<file path="src/rtl/msrh_pkg.sv">
`default_nettype none
// ============================================================================
// msrh_pkg : shared branch-tag sizing constants and tag/mask types.
// Rev 1.0
// ============================================================================
package msrh_pkg;

  localparam int BRTAG_SIZE = 8;
  localparam int BRTAG_W    = $clog2(BRTAG_SIZE);
  localparam int DISP_SIZE  = 5;

  typedef logic [BRTAG_W-1:0]    brtag_t;
  typedef logic [BRTAG_SIZE-1:0] brmask_t;

endpackage
`default_nettype wire

</file>
<file path="src/rtl/msrh_brtag_pick.sv">
`default_nettype none
// ============================================================================
// msrh_brtag_pick : returns the K lowest set bits of a free vector, one-hot each.
// Rev 1.0
// ============================================================================
module msrh_brtag_pick #(
  parameter int N = 8,
  parameter int K = 5
) (
  input  logic [N-1:0]        free_i,
  output logic [K-1:0][N-1:0] pick_o
);
  import msrh_pkg::*;

  localparam logic [N-1:0] ONE = {{(N-1){1'b0}}, 1'b1};

  always_comb begin
    logic [N-1:0] rem;
    rem    = free_i;
    pick_o = '0;
    for (int k = 0; k < K; k++) begin
      // x & -x isolates the lowest set bit; an empty remainder yields zero
      pick_o[k] = rem & (~rem + ONE);
      rem       = rem & ~pick_o[k];
    end
  end

endmodule
`default_nettype wire

</file>
<file path="src/rtl/msrh_brtag_mgr.sv">
`default_nettype none
// ============================================================================
// msrh_brtag_mgr : branch-tag allocator, dependency tracker, resolve broadcaster.
// MSRH_BRTAG_STATS_EN adds saturating resolve/mispredict counters.  Rev 1.0
// ============================================================================
module msrh_brtag_mgr #(
  parameter int  BRTAG_SIZE = msrh_pkg::BRTAG_SIZE,
  parameter int  DISP_SIZE  = msrh_pkg::DISP_SIZE,
  localparam int BRTAG_W    = $clog2(BRTAG_SIZE)
) (
  input  logic                                i_clk,
  input  logic                                i_reset,
  input  logic [DISP_SIZE-1:0]                i_disp_br,
  input  logic                                i_disp_fire,
  output logic                                o_alloc_ready,
  output logic [DISP_SIZE-1:0][BRTAG_W-1:0]   o_disp_brtag,
  output logic [DISP_SIZE-1:0][BRTAG_SIZE-1:0] o_disp_brmask,
  input  logic                                i_br_upd_valid,
  input  logic [BRTAG_W-1:0]                  i_br_upd_brtag,
  input  logic                                i_br_upd_mispred,
  input  logic                                i_flush,
  output logic                                o_resolve_valid,
  output logic [BRTAG_SIZE-1:0]               o_resolve_clear,
  output logic [BRTAG_SIZE-1:0]               o_resolve_kill,
  output logic [BRTAG_W:0]                    o_free_cnt
`ifdef MSRH_BRTAG_STATS_EN
  ,
  output logic [31:0]                         o_stat_resolve_cnt,
  output logic [31:0]                         o_stat_mispred_cnt
`endif
);
  import msrh_pkg::*;

  localparam int FREE_W = BRTAG_W + 1;

  logic [BRTAG_SIZE-1:0] valid_q, valid_d;
  logic [BRTAG_SIZE-1:0] dep_q [BRTAG_SIZE];
  logic [BRTAG_SIZE-1:0] dep_d [BRTAG_SIZE];
  logic                  res_valid_q, res_valid_d;
  logic [BRTAG_SIZE-1:0] clear_q, clear_d;
  logic [BRTAG_SIZE-1:0] kill_q, kill_d;
  logic [FREE_W-1:0]     free_cnt_q, free_cnt_d;

  logic [DISP_SIZE-1:0][BRTAG_SIZE-1:0] w_pick;
  logic [DISP_SIZE-1:0][BRTAG_SIZE-1:0] w_alloc_oh;
  logic [BRTAG_SIZE-1:0]                w_upd_oh;
  logic [BRTAG_SIZE-1:0]                w_kill_set;
  logic [BRTAG_SIZE-1:0]                w_freed;
  logic                                 w_res_hit;
  logic                                 w_alloc_en;

  msrh_brtag_pick #(
    .N (BRTAG_SIZE),
    .K (DISP_SIZE)
  ) u_pick (
    .free_i (~valid_q),
    .pick_o (w_pick)
  );

  // Resolve: a mispredict frees the tag plus every live younger dependent
  always_comb begin
    w_upd_oh                 = '0;
    w_upd_oh[i_br_upd_brtag] = 1'b1;
    w_res_hit                = i_br_upd_valid && valid_q[i_br_upd_brtag];
    w_kill_set               = w_upd_oh;
    for (int t = 0; t < BRTAG_SIZE; t++) begin
      if (valid_q[t] && dep_q[t][i_br_upd_brtag]) w_kill_set[t] = 1'b1;
    end
    w_freed = '0;
    if (w_res_hit) w_freed = i_br_upd_mispred ? w_kill_set : w_upd_oh;
  end

  // Branch slots consume picked free tags in ascending slot order
  always_comb begin
    int                    rank;
    logic [BRTAG_SIZE-1:0] acc;
    rank          = 0;
    acc           = valid_q & ~w_freed;
    w_alloc_oh    = '0;
    o_disp_brtag  = '0;
    o_disp_brmask = '0;
    for (int s = 0; s < DISP_SIZE; s++) begin
      o_disp_brmask[s] = acc;
      if (i_disp_br[s]) begin
        for (int k = 0; k < DISP_SIZE; k++) begin
          if (k == rank) w_alloc_oh[s] = w_pick[k];
        end
        for (int t = 0; t < BRTAG_SIZE; t++) begin
          if (w_alloc_oh[s][t]) o_disp_brtag[s] = BRTAG_W'(t);
        end
        acc  = acc | w_alloc_oh[s];
        rank = rank + 1;
      end
    end
  end

  assign o_alloc_ready = ($countones(~valid_q) >= $countones(i_disp_br)) &&
                         !(i_br_upd_valid && i_br_upd_mispred);
  assign w_alloc_en    = i_disp_fire && o_alloc_ready;

  always_comb begin
    valid_d = valid_q & ~w_freed;
    for (int t = 0; t < BRTAG_SIZE; t++) begin
      dep_d[t] = w_freed[t] ? '0 : dep_q[t];
      if (w_res_hit && !i_br_upd_mispred) dep_d[t][i_br_upd_brtag] = 1'b0;
    end
    if (w_alloc_en) begin
      for (int s = 0; s < DISP_SIZE; s++) begin
        if (i_disp_br[s]) begin
          valid_d = valid_d | w_alloc_oh[s];
          for (int t = 0; t < BRTAG_SIZE; t++) begin
            if (w_alloc_oh[s][t]) dep_d[t] = o_disp_brmask[s];
          end
        end
      end
    end
    res_valid_d = w_res_hit;
    clear_d     = (w_res_hit && !i_br_upd_mispred) ? w_upd_oh : '0;
    kill_d      = (w_res_hit && i_br_upd_mispred) ? w_kill_set : '0;
    free_cnt_d  = FREE_W'($countones(~valid_d));
    // Flush wins over any same-cycle allocation or resolve
    if (i_flush) begin
      valid_d     = '0;
      for (int t = 0; t < BRTAG_SIZE; t++) dep_d[t] = '0;
      res_valid_d = 1'b0;
      clear_d     = '0;
      kill_d      = '0;
      free_cnt_d  = FREE_W'(BRTAG_SIZE);
    end
  end

  always_ff @(posedge i_clk) begin
    if (i_reset) begin
      valid_q     <= '0;
      for (int t = 0; t < BRTAG_SIZE; t++) dep_q[t] <= '0;
      res_valid_q <= 1'b0;
      clear_q     <= '0;
      kill_q      <= '0;
      free_cnt_q  <= FREE_W'(BRTAG_SIZE);
    end else begin
      valid_q     <= valid_d;
      for (int t = 0; t < BRTAG_SIZE; t++) dep_q[t] <= dep_d[t];
      res_valid_q <= res_valid_d;
      clear_q     <= clear_d;
      kill_q      <= kill_d;
      free_cnt_q  <= free_cnt_d;
    end
  end

  assign o_resolve_valid = res_valid_q;
  assign o_resolve_clear = clear_q;
  assign o_resolve_kill  = kill_q;
  assign o_free_cnt      = free_cnt_q;

`ifdef MSRH_BRTAG_STATS_EN
  logic [31:0] stat_resolve_q;
  logic [31:0] stat_mispred_q;

  // Counted as the broadcast is loaded; only i_reset clears them
  always_ff @(posedge i_clk) begin
    if (i_reset) begin
      stat_resolve_q <= '0;
      stat_mispred_q <= '0;
    end else begin
      if (res_valid_d && (stat_resolve_q != 32'hFFFF_FFFF))
        stat_resolve_q <= stat_resolve_q + 32'd1;
      if (res_valid_d && (kill_d != '0) && (stat_mispred_q != 32'hFFFF_FFFF))
        stat_mispred_q <= stat_mispred_q + 32'd1;
    end
  end

  assign o_stat_resolve_cnt = stat_resolve_q;
  assign o_stat_mispred_cnt = stat_mispred_q;
`endif

`ifndef SYNTHESIS
  a_fire_when_ready: assert property (@(posedge i_clk) disable iff (i_reset || i_flush)
    !(i_disp_fire && !o_alloc_ready));
  a_resolve_live_tag: assert property (@(posedge i_clk) disable iff (i_reset || i_flush)
    !(i_br_upd_valid && !valid_q[i_br_upd_brtag]));
`endif

endmodule
`default_nettype wire
</file>
<file path="config.mk">
export PLATFORM = sky130hd
export DESIGN_NAME = msrh_brtag_mgr
export DESIGN_NICKNAME = d
export VERILOG_FILES = /design/src/rtl/msrh_pkg.sv /design/src/rtl/msrh_brtag_pick.sv /design/src/rtl/msrh_brtag_mgr.sv
export SDC_FILE = /design/constraint.sdc
export NUM_CORES = 1
export LEC_CHECK = 0
export ABC_AREA = 1
export CAP_MARGIN = 40
export CORE_MARGIN = 4
export CORE_UTILIZATION = 40
export DETAILED_ROUTE_END_ITERATION = 8
export GPL_ROUTABILITY_DRIVEN = 0
export MAX_ROUTING_LAYER = met4
export PLACE_DENSITY = 0.64
export SLEW_MARGIN = 20
export SYNTH_ARGS = -nofsm -noshare
export SYNTH_HDL_FRONTEND = slang
export SYNTH_SLANG_ARGS = --single-unit
</file>
<file path="constraint.sdc">
create_clock -name i_clk -period 8.6 [get_ports i_clk]
set_clock_uncertainty 0.15 [all_clocks]
set_input_delay 1.72 -clock i_clk [delete_from_list [all_inputs] [get_ports i_clk]]
set_output_delay 1.72 -clock i_clk [all_outputs]
set_load 0.02 [all_outputs]
</file>
Word-level counts from Yosys, hierarchy flattened

Memory sizes are Yosys's and may differ from the RTL's.
Cells that the tools add are included.

Register bits after elaboration: 29
Latch bits: 0
Bits in writable memories: 64
Memory bits (read-only): 0
Memories kept: 1

Add/subtract/negate cells: 26
Multipliers: 0
Divide/modulo/power cells: 0
Order comparisons: 3
Eq/ne operators: 16
Shift operators: 0
Mux-type cells: 193
Bitwise operators: 50
Reduce and logical (&&, ||, !) cells: 24

Memories:

| name  | words | bits a word | read ports | clocked after memory_dff | wr ports | line                 | RTL |
|---|---|---|---|---|---|---|---|
| dep_q | 8     | 8           | 8          | 0                        | 8        | msrh_brtag_mgr.sv:37 | `logic [BRTAG_SIZE-1:0] dep_q [BRTAG_SIZE];` |

Operator list:

| cell                  | count |
|---|---|
| $mux 8                | 110 |
| $mux 64               | 8 |
| $eq 3x32->1 const A   | 8 |
| $and 8x8->8           | 18 |
| $eq 2x32->1 const A   | 4 |
| $eq 4x32->1 const A   | 4 |
| $logic_not 32->1      | 4 |
| $mux 3                | 35 |
| $not 8->8             | 13 |
| $add 32x2->32 const B | 3 |
| $mux 32               | 3 |
| $or 8x8->8            | 9 |
| $add 8x1->8 const B   | 5 |
| $bmux 1 s3            | 9 |
| $mux 1                | 27 |
| $add 1x1->2           | 10 |
| $add 2x2->3           | 5 |
| $logic_and 1x1->1     | 15 |
| $add 3x3->4           | 2 |
| $or 1x1->1            | 8 |
| $reduce_or 3->1       | 2 |
| $add 3x1->4           | 1 |
| $ge 4x4->1            | 1 |
| $lt 3x4->1 const B    | 1 |
| other kinds (5)       | 7 |

Longest topological paths before layout

Word-level depth: 43
Mapped depth: 32
Gate-level depth less buffers: 30

Modules after synthesis

From an unflattened synthesis, not the netlist that was laid out.

Cells, all modules: 1,947
Area total of the unflattened synthesis: 10,562.6 µm²

By module, submodules not included:

| module          | instances | cells an instance | area each (µm²) |
|---|---|---|---|
| msrh_brtag_mgr  | 1         | 1,836             | 10,028.4 |
| msrh_brtag_pick | 1         | 111               | 534.3 |

Least setup slack after synthesis

No wires, ideal clock.

Path kind: input port to flip-flop
Start: input i_disp_br[1]
End: register free_cnt_q[2], in the netlist o_free_cnt[2]
Library setup time: 0.128 ns
Arrival: 7.218 ns
Data required time: 8.322 ns
Setup slack: 1.104 ns
Cell stages on the path: 26
Buffers on the path: 2
Cell sequence: buf_2 -> inv_2 -> fa_1 -> fa_1 -> inv_1 -> ha_1 -> inv_1 -> ha_1 -> a21boi_0 -> o21ai_0 -> a22oi_1 -> nand2_1 -> inv_1 -> buf_2 -> nand2_1 -> o22ai_1 -> fa_1 -> fa_1 -> inv_1 -> fa_1 -> inv_1 -> ha_1 -> inv_1 -> fa_1 -> xor2_1 -> nor2_1

Elaborated cells between the ends (all ways): 68

RTL lines:

| item                                  | line                  | RTL |
|---|---|---|
| from (decl)                           | msrh_brtag_mgr.sv:13  | `input logic [DISP_SIZE-1:0] i_disp_br,` |
| $add 1x1->2 (implied by the code) (*) | msrh_brtag_mgr.sv:97  | `assign o_alloc_ready = ($countones(~valid_q) >= $countones(i_disp_br)) &&` |
| $add 2x2->3 (implied by the code) (*) | msrh_brtag_mgr.sv:97  |  |
| $add 3x1->4 (implied by the code) (*) | msrh_brtag_mgr.sv:97  |  |
| $ge 4x4->1 (*)                        | msrh_brtag_mgr.sv:97  |  |
| $logic_and 1x1->1 (*)                 | msrh_brtag_mgr.sv:97  |  |
| named net o_alloc_ready               | msrh_brtag_mgr.sv:15  | `output logic o_alloc_ready,` |
| $logic_and 1x1->1 (*)                 | msrh_brtag_mgr.sv:99  | `assign w_alloc_en = i_disp_fire && o_alloc_ready;` |
| $mux 8 (*)                            | msrh_brtag_mgr.sv:107 | `if (w_alloc_en) begin` |
| $not 8->8 (*)                         | msrh_brtag_mgr.sv:120 | `free_cnt_d = FREE_W'($countones(~valid_d));` |
| $add 1x1->2 (implied by the code)     | msrh_brtag_mgr.sv:120 |  |
| $add 2x2->3 (implied by the code)     | msrh_brtag_mgr.sv:120 |  |
| $add 3x3->4 (implied by the code) (*) | msrh_brtag_mgr.sv:120 |  |
| to (signal assigned)                  | msrh_brtag_mgr.sv:139 | `free_cnt_q <= FREE_W'(BRTAG_SIZE);` |
| to (signal assigned)                  | msrh_brtag_mgr.sv:146 | `free_cnt_q <= free_cnt_d;` |
| to (decl)                             | msrh_brtag_mgr.sv:42  | `logic [FREE_W-1:0] free_cnt_q, free_cnt_d;` |

Mark *: on every way through the listed nets, which the timed path passes. The rest lies on a longest branch. The select of a mux whose other input is x is not followed.
A chain may end at the register's enable or synchronous reset.

==> summary.md <==
The flow ran to the end, but the final reports show violations. The checks that failed: design-rule violations. Number of antenna violations at the first check in global routing: 0. For the setup TNS, the log shows 0 ns.

For this block, the initial DRC count from the detailed router was 2400. In this run the cell area of the synthesized design comes to 10100 µm². Cells with a size suffix above 1 make up 11.4% of the layout. The worst-case IR drop observed on VDD is 0.402 mV. The tools report the number of top-level pins as 91. Dividing the detail-routed wire length by the instance count gives 23.0 µm.

The worst pin sits at a relative slew slack of 41.1%. In this run, synthesis produced a sequential element count of 89. Dividing the detail-routed via count by the number of cells gives 6.11. Once detail routing completed, the nets flagged for antenna violations numbered 0.

For this configuration, the core starts out at a cell density of 41.2%. The placed instances occupy a cell area of 11400 µm². Across every metal layer, demand over resource in global routing totals 35.2%. Data on the critical path arrives at its endpoint at 6.06 ns. Max-cap violations in this run came to 0.

The first detailed-routing pass took 9 iterations. Sorting the synthesized cells by area gives the leading types as nand2_1 20%, dfxtp_1 18%, a21oi_1 8.8%. The category of the worst setup path capture point is an output port. The area enclosed by the die boundary was 28000 µm². With fillers left out, the area of the finished cells amounts to 11700 µm². After clock tree synthesis, the flow added hold-fix buffers numbering 0.

The total global routing overflow came out at 0. For the required arrival time at the worst endpoint, the log shows 6.73 ns. The later pin in the worst-skew pair is clocked with a latency of 0.36 ns. Traced cell by cell, the critical path runs through clkdlybuf4s50_1 -> inv_2 -> nand3_2 -> inv_1 -> nand2_1 -> and3_1 -> nand2_1 -> nand2_1 -> nand2_1 -> nand2_1 -> nand2_1 -> nand2_2 -> nor2_4 -> inv_4 -> nor2_4 -> inv_1 -> clkdlybuf4s50_1.

Of all flip-flops after synthesis, the portion carrying an async set or reset was 0%. The most frequent cell on the critical path is nand2_1. The maximum fanout count along the critical path is 21. The most common library cell in the layout ignoring fill and taps is nand2_1. No sink is reached through more buffers than the 2 on the longest clock path.

The number of antenna diodes in the final layout is 0. Count of distinct cell types in the synthesized netlist: 51. The first global-routing pass estimated 74000 µm of wire. The post-CTS clock slew at the launch and capture registers of the worst setup and hold paths was 0.07 ns. The via count of the first global-routing pass came out at 11825.

The synthesized design contains 0 enable-type register cells. TritonCTS built the clock tree. The die is 167 µm tall. Number of warnings printed during yosys synthesis: 0. Power comes to 4.80 mW. For this design, the slowest cell found on the critical path is clkdlybuf4s50_1. Setup slack on the critical path of the routed design comes to 0.666 ns. For this run, the register share of the synthesized area comes to 17.6%. In this run the power density over the cells is 411 nW/µm². Final-layout worst hold slack: 0.369 ns. Setup violations remaining at the end of the flow were counted as 0. The clock root buffer master is clkbuf_16. Once the clock tree was built, the setup fixing pass inserted 0 buffers.

Entering global routing, the biggest net connects 50 pins. The tools report the DRC violations left as 9. The max-slew violation count was 0. Summed over all cells, the static leakage comes to 5.60 nW. The number of clock buffers added by TritonCTS is 9. For the pin with the worst max-slew slack, the measured transition is 0.883 ns.

The synthesized design devotes to its leading area cell type 20.2% of total area. The worst setup path is launched from an input pin. For the final layout net count, the log shows 1906. Class of the most critical hold timing path: flop to flop. Leaving out fill and tap cells, the most frequent cells in the layout are 545 x nand2_1, 183 x inv_1, 178 x a21oi_1. The run gives 0 as the number of hold violations in the final report.

Top cell type by total area after synthesis: nand2_1. Together, buffers and inverters on the worst path number 6. Highest cell delay on the worst timing path: 0.84 ns.

The H-tree was split into 3 levels. After detailed routing, the total wire length is 50400 µm. The critical path in this run is classified as input pin to output port.

The most used flip-flop cell after synthesis is dfxtp_1. The floorplan step defined a core boundary enclosing 24600 µm². Total half-perimeter wirelength after legalization and detailed placement: 39200 µm.

The layout-stage area growth over the synthesis result is 15.2%. In this run the horizontal extent of the chip is 167 µm. The routed via count was 13385; the number of port buffers was 90.

Counting every instance in the synthesized netlist gives 1791. Setup repair after global routing left no endpoint under its margin. CTS saw 89 sinks. Before CTS, the worst setup slack after placement is 0.488 ns.

The floorplan row count is 57. Average size of a mapped cell: 5.66 µm². The routed design could run at a clock period as short as 7.93 ns. In this run, post-CTS repair resized a total of 0 instances.

The kind of cell with the highest combined delay along the critical path is buffers and inverters. The fmax is 126 MHz. Synthesis produced a netlist with a net count of 1836. Of the available clock period, the critical path in the final layout requires 92.3%.
[layout make-up]
type                            count  area (µm²)
Fill cell                        2613       12900
Multi-Input combinational cell   1411        7180
Sequential cell                    89        1780
Timing Repair Buffer              126        1170
Inverter                          224         848
Tap cell                          324         405
Clock buffer                       12         267
Clock inverter                      4        33.8
[Yosys cell counts, types with 21 or more instances]
library cell / n
a21oi_1: 178
o21ai_1: 25
nor2_1: 160
inv_2: 35
o21ai_0: 116
o211ai_1: 32
inv_1: 184
nand3_1: 125
ha_1: 21
dfxtp_1: 89
nand2_2: 42
nand2_1: 546
clkbuf_1: 32
buf_2: 23
[final timing paths]
kind	startpoint	endpoint	slack, ns	depth (start not counted)
setup reg to reg	valid_q[3]	o_free_cnt[2]	0.93	28
setup / recovery	i_br_upd_brtag[0]	o_disp_brmask[36]	0.67	17
hold / removal	dep_q[1][31]	dep_q[1][31]	0.37	2
hold reg to reg	dep_q[1][31]	dep_q[1][31]	0.37	2
[metrics by stage]
step	utilization, %	std cells
finish	47.5	2190
global route	47.5	2190
floorplan	-	1791
detailed placement	46.2	2172
global placement	46.2	2172
CTS	47.4	2188
[layer usage]
layer	global-route usage (%)	share of wire, %	routed length, µm	vias up
li1	-	-	-	5978
met1	48.3	40	20300	5989
met2	45.9	37	18800	1209
met3	15.3	17	8740	209
met4	11.6	4.9	2470	0
met5	-	0	0	-
[power by group]
group	internal (mW)	switching, mW
Combinational	1.21	2.56
Clock	0.222	0.177
Sequential	0.527	0.112
[worst reg2reg max path: cells and delay by family (launching register included)]
family,cells,cell delay [ns]
XOR/XNOR,1,0.15
AO/OA/AOI/OAI,4,0.82
flip-flops,1,0.59
AND/OR/NAND/NOR,3,0.59
buffers and inverters,9,0.77
adder cells (fa/ha/maj),11,4.46
[logic make-up (layout without fill, tap and decap cells)]
family	count (synthesis)	in the layout	synth area share, %
AND/OR/NAND/NOR	961	961	42.6
flip-flops	89	89	17.6
buffers and inverters	291	366	11.7
adder cells (fa/ha/maj)	31	31	4.57
XOR/XNOR	3	3	0.333
AO/OA/AOI/OAI	416	416	23.2
[sequential cells by signal, summed over array words and instances (netlist names)]
signal,flops
dep_q,60
o_free_cnt,4
o_resolve_clear,8
o_resolve_kill,8
o_resolve_valid,1
valid_q,8
Power figures use the tool's default switching activity.
